### config.mk
export PLATFORM = sky130hd
export DESIGN_NAME = weight_preloader_flat
export DESIGN_NICKNAME = d
export VERILOG_FILES = /design/src/rtl/weight_preloader_if.sv /design/src/rtl/weight_preloader.sv /design/src/flat_wrapper.sv
export SDC_FILE = /design/constraint.sdc
export NUM_CORES = 1
export LEC_CHECK = 0
export BUFFER_PORTS_ARGS = -buffer_cell sky130_fd_sc_hd__buf_4
export CORE_ASPECT_RATIO = 1.75
export CORE_UTILIZATION = 45
export DETAILED_ROUTE_END_ITERATION = 10
export GPL_TIMING_DRIVEN = 1
export PLACE_DENSITY = 0.8
export SYNTH_ARGS = -nofsm -noshare
export SYNTH_HDL_FRONTEND = slang
export SYNTH_SLANG_ARGS = --single-unit
### constraint.sdc
create_clock -name clk -period 1.59 [get_ports clk]
set_input_delay 0.318 -clock clk [delete_from_list [all_inputs] [get_ports clk]]
set_output_delay 0.318 -clock clk [all_outputs]
set_load 0.01 [all_outputs]
### src/rtl/weight_preloader_if.sv
// Weight-row handshake and MAC preload bus shared by the weight preloader
// and its producer and consumer. The master modport is the side that supplies
// rows and grants swaps. The slave modport is the preloader itself.
interface weight_preloader_if #(
  parameter int MATRIX_WIDTH = 8,
  parameter int BYTE_WIDTH   = 8
);
  logic                                    w_valid;
  logic                                    w_ready;
  logic [MATRIX_WIDTH*BYTE_WIDTH-1:0]      w_data;
  logic                                    w_signed;
  logic                                    w_last;
  logic [MATRIX_WIDTH*(BYTE_WIDTH+1)-1:0]  weight_out;
  logic [MATRIX_WIDTH-1:0]                 preload_weight;
  logic                                    load_weight;
  logic                                    swap_req;
  logic                                    swap_ack;
  logic                                    busy;

  modport master (
    output w_valid, w_data, w_signed, w_last, swap_ack,
    input  w_ready, weight_out, preload_weight, load_weight, swap_req, busy
  );

  modport slave (
    input  w_valid, w_data, w_signed, w_last, swap_ack,
    output w_ready, weight_out, preload_weight, load_weight, swap_req, busy
  );
endinterface

### src/rtl/weight_preloader.sv
// Weight preloader: accepts one weight row per beat, extends each byte to
// BYTE_WIDTH+1 bits, and preloads the MAC array row by row. A short tile,
// marked by w_last, is padded with zero rows. When all rows are loaded, the
// block requests a preweight-to-weight swap.
// Optional feature: define WEIGHT_PRELOADER_TILE_COUNT_EN to add a 16-bit
// tile_count output that counts load_weight pulses.
//
// state     | meaning
// ----------+-----------------------------------------------------------
// IDLE      | waiting for row 0 of a new tile; the row counter is 0
// FILL      | accepting rows 1..MATRIX_WIDTH-1 from the producer
// ZERO_FILL | padding the rows that follow a short tile with zero weights
// WAIT_SWAP | tile complete, swap_req held until swap_ack
// SWAP      | one-cycle load_weight broadcast, then back to IDLE
module weight_preloader #(
  parameter int MATRIX_WIDTH = 8,
  parameter int BYTE_WIDTH   = 8
) (
  input  logic               clk,
  input  logic               rst,
  weight_preloader_if.slave  bus
`ifdef WEIGHT_PRELOADER_TILE_COUNT_EN
  ,
  output logic [15:0]        tile_count
`endif
);

  localparam int EXT_WIDTH = BYTE_WIDTH + 1;
  localparam int ROW_WIDTH = (MATRIX_WIDTH > 1) ? $clog2(MATRIX_WIDTH) : 1;
  localparam logic [ROW_WIDTH-1:0]    LAST_ROW = ROW_WIDTH'(MATRIX_WIDTH - 1);
  localparam logic [MATRIX_WIDTH-1:0] ROW_ONE  = MATRIX_WIDTH'(1);

  localparam logic [2:0] IDLE      = 3'd0;
  localparam logic [2:0] FILL      = 3'd1;
  localparam logic [2:0] ZERO_FILL = 3'd2;
  localparam logic [2:0] WAIT_SWAP = 3'd3;
  localparam logic [2:0] SWAP      = 3'd4;

  logic [2:0]                            state_q;
  logic [ROW_WIDTH-1:0]                  row_q;
  logic [MATRIX_WIDTH*EXT_WIDTH-1:0]     weight_q;
  logic [MATRIX_WIDTH-1:0]               preload_q;
  logic [MATRIX_WIDTH*EXT_WIDTH-1:0]     ext_row;
  logic                                  ready;
  logic                                  accept;

  assign ready  = (state_q == IDLE) || (state_q == FILL);
  assign accept = bus.w_valid && ready;

  // Widen each column byte by one bit, copying the sign bit only for signed rows.
  always_comb begin
    ext_row = '0;
    for (int c = 0; c < MATRIX_WIDTH; c++) begin
      ext_row[c*EXT_WIDTH +: EXT_WIDTH] =
        {bus.w_signed & bus.w_data[c*BYTE_WIDTH + BYTE_WIDTH - 1],
         bus.w_data[c*BYTE_WIDTH +: BYTE_WIDTH]};
    end
  end

  // Sequencer: row capture, zero padding and swap handshake. preload_q is a
  // single-cycle strobe. weight_q holds its value between preloads.
  always_ff @(posedge clk) begin
    if (rst) begin
      state_q   <= IDLE;
      row_q     <= '0;
      weight_q  <= '0;
      preload_q <= '0;
    end else begin
      preload_q <= '0;
      case (state_q)
        // row_q is always 0 in IDLE, so a beat accepted there lands on row 0
        IDLE, FILL: begin
          if (accept) begin
            weight_q  <= ext_row;
            preload_q <= ROW_ONE << row_q;
            if (row_q == LAST_ROW) begin
              state_q <= WAIT_SWAP;
            end else begin
              row_q   <= row_q + ROW_WIDTH'(1);
              state_q <= bus.w_last ? ZERO_FILL : FILL;
            end
          end
        end
        ZERO_FILL: begin
          weight_q  <= '0;
          preload_q <= ROW_ONE << row_q;
          if (row_q == LAST_ROW) begin
            state_q <= WAIT_SWAP;
          end else begin
            row_q <= row_q + ROW_WIDTH'(1);
          end
        end
        WAIT_SWAP: begin
          if (bus.swap_ack) begin
            state_q <= SWAP;
          end
        end
        SWAP: begin
          row_q   <= '0;
          state_q <= IDLE;
        end
        default: begin
          row_q   <= '0;
          state_q <= IDLE;
        end
      endcase
    end
  end

  assign bus.w_ready        = ready;
  assign bus.weight_out     = weight_q;
  assign bus.preload_weight = preload_q;
  assign bus.load_weight    = (state_q == SWAP);
  assign bus.swap_req       = (state_q == WAIT_SWAP);
  assign bus.busy           = (state_q != IDLE);

`ifdef WEIGHT_PRELOADER_TILE_COUNT_EN
  logic [15:0] tile_cnt_q;

  // Count completed swaps. The counter wraps naturally at 16 bits.
  always_ff @(posedge clk) begin
    if (rst) begin
      tile_cnt_q <= '0;
    end else if (state_q == SWAP) begin
      tile_cnt_q <= tile_cnt_q + 16'd1;
    end
  end

  assign tile_count = tile_cnt_q;
`endif

endmodule

### src/flat_wrapper.sv
// flat-port wrapper written by rule: the top's interface ports become plain ports
module weight_preloader_flat 
#(
  parameter int MATRIX_WIDTH = 8,
  parameter int BYTE_WIDTH   = 8
)
  (clk, rst, bus_w_valid, bus_w_data, bus_w_signed, bus_w_last, bus_swap_ack, bus_w_ready, bus_weight_out, bus_preload_weight, bus_load_weight, bus_swap_req, bus_busy);
  weight_preloader_if #(.MATRIX_WIDTH(MATRIX_WIDTH), .BYTE_WIDTH(BYTE_WIDTH)) bus_i ();
  input  logic clk;
  input  logic rst;
  input wire logic [$bits(bus_i.w_valid)-1:0] bus_w_valid;
  input wire logic [$bits(bus_i.w_data)-1:0] bus_w_data;
  input wire logic [$bits(bus_i.w_signed)-1:0] bus_w_signed;
  input wire logic [$bits(bus_i.w_last)-1:0] bus_w_last;
  input wire logic [$bits(bus_i.swap_ack)-1:0] bus_swap_ack;
  output wire logic [$bits(bus_i.w_ready)-1:0] bus_w_ready;
  output wire logic [$bits(bus_i.weight_out)-1:0] bus_weight_out;
  output wire logic [$bits(bus_i.preload_weight)-1:0] bus_preload_weight;
  output wire logic [$bits(bus_i.load_weight)-1:0] bus_load_weight;
  output wire logic [$bits(bus_i.swap_req)-1:0] bus_swap_req;
  output wire logic [$bits(bus_i.busy)-1:0] bus_busy;
  assign bus_i.w_valid = bus_w_valid;
  assign bus_i.w_data = bus_w_data;
  assign bus_i.w_signed = bus_w_signed;
  assign bus_i.w_last = bus_w_last;
  assign bus_i.swap_ack = bus_swap_ack;
  assign bus_w_ready = bus_i.w_ready;
  assign bus_weight_out = bus_i.weight_out;
  assign bus_preload_weight = bus_i.preload_weight;
  assign bus_load_weight = bus_i.load_weight;
  assign bus_swap_req = bus_i.swap_req;
  assign bus_busy = bus_i.busy;
  weight_preloader #(.MATRIX_WIDTH(MATRIX_WIDTH), .BYTE_WIDTH(BYTE_WIDTH)) u_core (.clk(clk), .rst(rst), .bus(bus_i));
endmodule
## Word-level counts from Yosys, hierarchy flattened

Cells that the tools add are included.

- Register bits: 86
- Bits in latches: 0
- Memory bits (writable): 0
- ROM bits: 0
- Input bits: 70
- Output and inout bits: 84
- Memories kept: 0

- $add $sub $neg: 1
- Multiply operators: 0
- Divide/modulo/power cells: 0
- Magnitude comparators: 0
- Eq/ne operators: 8
- Shift-type cells: 1
- Multiplexer cells: 13
- Bitwise operators: 9
- Reduce and logical (&&, ||, !) cells: 9

Operators by type and width:

| operator | count |
|---|---|
| one-hot mux 72 bit (2 select lines) | 1 |
| two-way mux 72 bit | 1 |
| two-way mux 3 bit | 6 |
| one-hot mux 3 bit (3 select lines) | 2 |
| one-hot mux 8 bit (2 select lines) | 1 |
| AND 1 bit | 8 |
| two-way mux 8 bit | 1 |
| left shift 1 x 3 -> 8 bit (first input constant) | 1 |
| equality test 3 x 2 -> 1 bit (second input constant) | 2 |
| equality test 3 bit (second input constant) | 2 |
| inequality test 2 x 1 -> 1 bit (second input constant) | 2 |
| AND reduction 2 bit | 2 |
| adder 3 x 1 -> 3 bit (second input constant) | 1 |
| equality test 3 x 1 -> 1 bit (second input constant) | 1 |
| zero test 3 bit | 1 |
| AND reduction 3 bit | 1 |
| nonzero test 3 bit | 1 |
| two-way mux 2 bit | 1 |
| inequality test 2 bit (second input constant) | 1 |
| nonzero test 2 bit | 1 |
| OR reduction 2 bit | 1 |
| logical AND 1 bit | 1 |
| logical OR 1 bit | 1 |
| NOT 1 bit | 1 |

## Longest topological paths before layout

- Depth in word-level cells: 5
- Depth in mapped cells: 6
- Mapped depth without buffers: 5

## Worst setup path after synthesis

OpenSTA, ideal clock, no wires.

- Path type: reg2reg
- From: register u_core.state_q[1]
- To: register u_core.weight_q[0], in the netlist u_core.bus.weight_out[0]
- Setup time: 0.117 ns
- Data arrival time: 1.214 ns
- Required time: 1.473 ns
- Setup slack: 0.258 ns
- Cell stages (with the launch flop): 7
- Period minus slack after synthesis: 1.332 ns
- Cell sequence: dfxtp_1 buf_6 nand2b_4 a21o_1 buf_6 buf_6 a32o_1

- Word-level cells in the longest chain between the ends: 5

Ends and longest elaborated chain:

| element | RTL line | source |
|---|---|---|
| from (decl) | weight_preloader.sv:39 | `logic [2:0] state_q;` |
| from (signal assigned) | weight_preloader.sv:80 | `state_q <= bus.w_last ? ZERO_FILL : FILL;` |
| equality test 3 x 1 -> 1 bit or zero test 3 bit (tied branches) | weight_preloader.sv:47, weight_preloader.sv:70 |  |
| logical OR 1 bit | weight_preloader.sv:47 | `assign ready = (state_q == IDLE) \|\| (state_q == FILL);` |
| logical AND 1 bit | weight_preloader.sv:48 | `assign accept = bus.w_valid && ready;` |
| inequality test 2 x 1 -> 1 bit (no line) | n/a |  |
| AND reduction 2 bit (no line) | n/a |  |
| to (signal assigned) | weight_preloader.sv:74 | `weight_q <= ext_row;` |
| to (decl) | weight_preloader.sv:41 | `logic [MATRIX_WIDTH*EXT_WIDTH-1:0] weight_q;` |

Several ways; a longest one is shown, not always the timed one.
A chain may end at the register's enable or synchronous reset.

## Worst setup path in the final report

- From: register u_core.state_q[1]
- To: register u_core.weight_q[48], in the netlist u_core.bus.weight_out[48]

Same word-level chain as after synthesis.

==> impl_metrics.prom <==
# TYPE chip_impl_metric gauge
chip_impl_metric{name="finish.utilization",unit="%"} 69.9
chip_impl_metric{name="core_area",unit="um^2"} 6280
chip_impl_metric{name="cts_hold_buffers",unit=""} 0
chip_impl_metric{name="postSynthNetCount",unit=""} 309
chip_impl_metric{name="power_frac_seq",unit="%"} 49.8
chip_impl_metric{name="layout.nets",unit=""} 460
chip_impl_metric{name="hold_critical_path_depth",unit=""} 2
chip_impl_metric{name="share_comb_of_total_power",unit="%"} 15.9
chip_impl_metric{name="io-pin-count",unit=""} 154
chip_impl_metric{name="peakVddDrop",unit="mV"} 0.796
chip_impl_metric{name="die_w",unit="um"} 63.5
chip_impl_metric{name="cts.htree.levels",unit=""} 3
chip_impl_metric{name="antenna_found_initial",unit=""} 0
chip_impl_metric{name="share_of_synthesized_area_occupied_by_flip_flops_and_latches",unit="%"} 57.8
chip_impl_metric{name="timing.critical_path.fanout_max",unit=""} 72
chip_impl_metric{name="initialDrtViolationCount",unit=""} 217
chip_impl_metric{name="min_period_over_period",unit="%"} 97.6
chip_impl_metric{name="drt_drc_violations_left",unit=""} 0
chip_impl_metric{name="insertion_delay",unit="ns"} 0.34
chip_impl_metric{name="pwr_density_cell",unit="nW/um^2"} 1080
chip_impl_metric{name="cts_made_buffers",unit=""} 9
chip_impl_metric{name="flop_and_latch_count_out_of_synthesis",unit=""} 86
chip_impl_metric{name="diodes",unit=""} 0
chip_impl_metric{name="rrSetupSlack",unit="ns"} 0.04
chip_impl_metric{name="grt_pass1_wl",unit="um"} 11800
chip_impl_metric{name="cap_viol_max_count",unit=""} 0
chip_impl_metric{name="skew",unit="ns"} 0.00568
chip_impl_metric{name="achievable-frequency",unit="MHz"} 644
chip_impl_metric{name="min_period",unit="ns"} 1.55
chip_impl_metric{name="timing.final.hold_violations",unit=""} 0
chip_impl_info{name="crit_path_start_kind",value="flip-flop"} 1
chip_impl_info{name="cts-root-buf",value="clkbuf_8"} 1
chip_impl_metric{name="final.setup.worst_slack",unit="ns"} 0.0384
chip_impl_metric{name="leakage",unit="nW"} 2.00
chip_impl_metric{name="crit_arrival",unit="ns"} 1.78
chip_impl_metric{name="vias_post_dr",unit=""} 2607
chip_impl_metric{name="ys.warnings.count",unit=""} 0
chip_impl_info{name="hold_path_end",value="u_core.bus.weight_out[51]"} 1
chip_impl_metric{name="starting_density_of_the_core",unit="%"} 47.5
chip_impl_metric{name="post_synth_inst_count",unit=""} 233
chip_impl_metric{name="avgRoutedWirePerCell",unit="um"} 16.8
chip_impl_metric{name="switching_power",unit="mW"} 1.13
chip_impl_info{name="critical_path_class",value="reg2reg"} 1
chip_impl_metric{name="die_h",unit="um"} 110
chip_impl_metric{name="dp_worst_setup_slack",unit="ns"} 0.193
chip_impl_metric{name="drt_pass1_iterations",unit=""} 5
chip_impl_metric{name="power.switching_fraction",unit="%"} 23.8
chip_impl_metric{name="synthToLayoutAreaGrowth",unit="%"} 47.2
chip_impl_metric{name="grt_max_degree",unit=""} 73
chip_impl_metric{name="max-clock-path-buffers",unit=""} 2
chip_impl_info{name="status",value="finished, final reports clean"} 1
chip_impl_metric{name="post_synth_num_cell_types",unit=""} 28
chip_impl_metric{name="setup_viol",unit=""} 0
chip_impl_info{name="r2r_start",value="u_core.state_q[1]"} 1
chip_impl_metric{name="place_hpwl",unit="um"} 5660
chip_impl_info{name="critPathCaptureType",value="flip-flop"} 1
chip_impl_metric{name="clkSlewWorstSetupHoldPaths",unit="ns"} 0.08
chip_impl_metric{name="gr-usage-all-layers",unit="%"} 22.2
chip_impl_info{name="tritoncts",value="built"} 1
chip_impl_metric{name="place_congestion",unit=""} 0.766
chip_impl_metric{name="first_global_vias",unit=""} 2455
chip_impl_info{name="worstHoldPathType",value="in2reg"} 1
chip_impl_metric{name="maxSlewHeadroom",unit="%"} 70.2
chip_impl_metric{name="clock_power_share",unit="%"} 34.3
chip_impl_metric{name="worst_r2r_path_depth",unit=""} 5
chip_impl_metric{name="internal_power",unit="mW"} 3.62
chip_impl_metric{name="measured_slew_at_the_worst_slew_check_pin",unit="ns"} 0.446
chip_impl_metric{name="post_synth_instance_area",unit="um^2"} 2980
chip_impl_metric{name="route.antenna.remaining_nets",unit=""} 0
chip_impl_metric{name="post_route_cells_drive_above_1_share",unit="%"} 48.3
chip_impl_metric{name="drv_slew",unit=""} 0
chip_impl_metric{name="globalRoute.totalOverflow",unit=""} 0
chip_impl_metric{name="required_time_of_the_worst_setup_path",unit="ns"} 1.82
chip_impl_metric{name="drt-vias-per-instance",unit=""} 5.56
chip_impl_metric{name="routed_wl",unit="um"} 7890
chip_impl_info{name="crit-reg2reg-capture",value="u_core.bus.weight_out[48]"} 1
chip_impl_metric{name="fp.dieArea",unit="um^2"} 6960
chip_impl_info{name="hold_start",value="bus_w_data[46]"} 1
chip_impl_metric{name="postSynthAreaPerCell",unit="um^2"} 12.8
chip_impl_metric{name="numClockSinks",unit=""} 86
chip_impl_metric{name="portBuffers",unit=""} 153
chip_impl_metric{name="placement_rows",unit=""} 38
through the flow:
step           setup TNS (ns)  area, um^2  hold WS, ns  instances  power, mW
4_1_cts                     0        4360        0.156        467       4.80
3_5_place_dp                0        4140        0.484        451       3.17
3_3_place_gp                0        4140        0.476        451       3.15
2_1_floorplan               0        2980        0.395        233       2.79
5_1_grt            -0.0000706        4380        0.145        469       4.98
6_report                    0        4380        0.177        469       4.75
per-layer routing:
metal	part of all wire (%)	GRT usage, %	vias to the layer above
li1	-	-	1228
met4	2.0	11.5	0
met2	56	39.9	106
met1	35	23.0	1259
met5	0	0	-
met3	6.7	6.64	14
state kept, by name, summed over array words and instances (netlist names):
register	flops
u_core.state_q	3
u_core.row_q	3
u_core.bus.weight_out	72
u_core.bus.preload_weight	8
power by group through the flow:
stage / clock (mW) / sequential [mW] / combinational, mW
2_1_floorplan: 0 / 2.46 / 0.327
6_report: 1.63 / 2.36 / 0.757
4_1_cts: 1.68 / 2.36 / 0.759
3_5_place_dp: 0 / 2.41 / 0.755
3_3_place_gp: 0 / 2.41 / 0.737
5_1_grt: 1.79 / 2.38 / 0.809
worst max-delay path, stage by stage (launching register included):
cell and delay [ns]:
dfxtp_4 0.37, buf_4 0.15, nand2b_4 0.16, a21o_2 0.22
buf_12 0.20, a32o_1 0.30
cell usage in the layout (no fill, tap or decap), types with 3 or more instances in the layout:
cell | netlist | routed
nand3_1 | 3 | 3
dfxtp_1 | 86 | 84
mux2i_1 | 3 | 3
buf_4 | 6 | 163
a32o_1 | 72 | 72
and2_1 | 3 | 3
and3_1 | 6 | 6
ha_1 | 6 | 6
clkbuf_8 | 0 | 10
inv_1 | 4 | 4
nand2_1 | 6 | 6
cell families after synthesis:
| kind of cell | after synthesis | synth area share (%) |
|---|---|---|
| flops | 86 | 57.8 |
| compound gates | 77 | 25.4 |
| simple gates | 31 | 6.38 |
| buf+inv | 30 | 6.93 |
| fa+ha+maj | 6 | 2.52 |
| mux | 3 | 1.01 |
Yosys cell counts:
master | count | area (um^2)
nand2_1 | 6 | 22.5
nor2_2 | 1 | 6.26
o22ai_1 | 1 | 6.26
nand3b_1 | 1 | 7.51
inv_1 | 4 | 15.0
nand3_1 | 3 | 15.0
nor3b_1 | 2 | 15.0
and3_1 | 6 | 37.5
and3b_1 | 1 | 8.76
nor3_1 | 2 | 10.0
buf_6 | 9 | 101
a21boi_2 | 1 | 11.3
a21o_1 | 1 | 7.51
nand2b_4 | 1 | 13.8
ha_1 | 6 | 75.1
mux2i_1 | 3 | 30.0
inv_2 | 1 | 3.75
a21oi_1 | 2 | 10.0
nand2b_1 | 1 | 6.26
and2_1 | 3 | 18.8
nor2_1 | 2 | 7.51
buf_2 | 3 | 15.0
clkbuf_1 | 7 | 26.3
nor4b_2 | 1 | 15.0
dfxtp_1 | 86 | 1720
or3_1 | 1 | 6.26
a32o_1 | 72 | 721
buf_4 | 6 | 45.0
layout make-up:
class                           instances  area (um^2)
Timing Repair Buffer                  165         1250
Tap cell                               80          100
Multi-Input combinational cell        117         1070
Sequential cell                        86         1730
Inverter                                5         18.8
Clock buffer                           12          145
Clock inverter                          4         70.1
Fill cell                             512         1890
worst max path at each step:
| stage | cells past startpoint | slack, ns | to | start |
|---|---|---|---|---|
| 4_1_cts | 2 | 0.008 | bus_busy | u_core.state_q[2] |
| 6_report | 5 | 0.04 | u_core.bus.weight_out[48] | u_core.state_q[1] |
| 5_1_grt | 5 | -0.00007 | u_core.bus.weight_out[48] | u_core.state_q[1] |
| 2_1_floorplan | 6 | 0.26 | u_core.bus.weight_out[0] | u_core.state_q[1] |
| 3_3_place_gp | 4 | 0.24 | u_core.bus.weight_out[55] | u_core.state_q[1] |
| 3_5_place_dp | 3 | 0.19 | u_core.bus.weight_out[17] | u_core.state_q[2] |
repair_timing:
item | CTS | global route
cloned | 0 | 0
pin swaps | 1 | 0
setup buffers | 1 | 2
gates resized for setup | 4 | 2
setup endpoints to repair | 2 | 1
hold endpoints to repair | 0 | 0
Note: power is estimated with default switching activity, not from simulation.
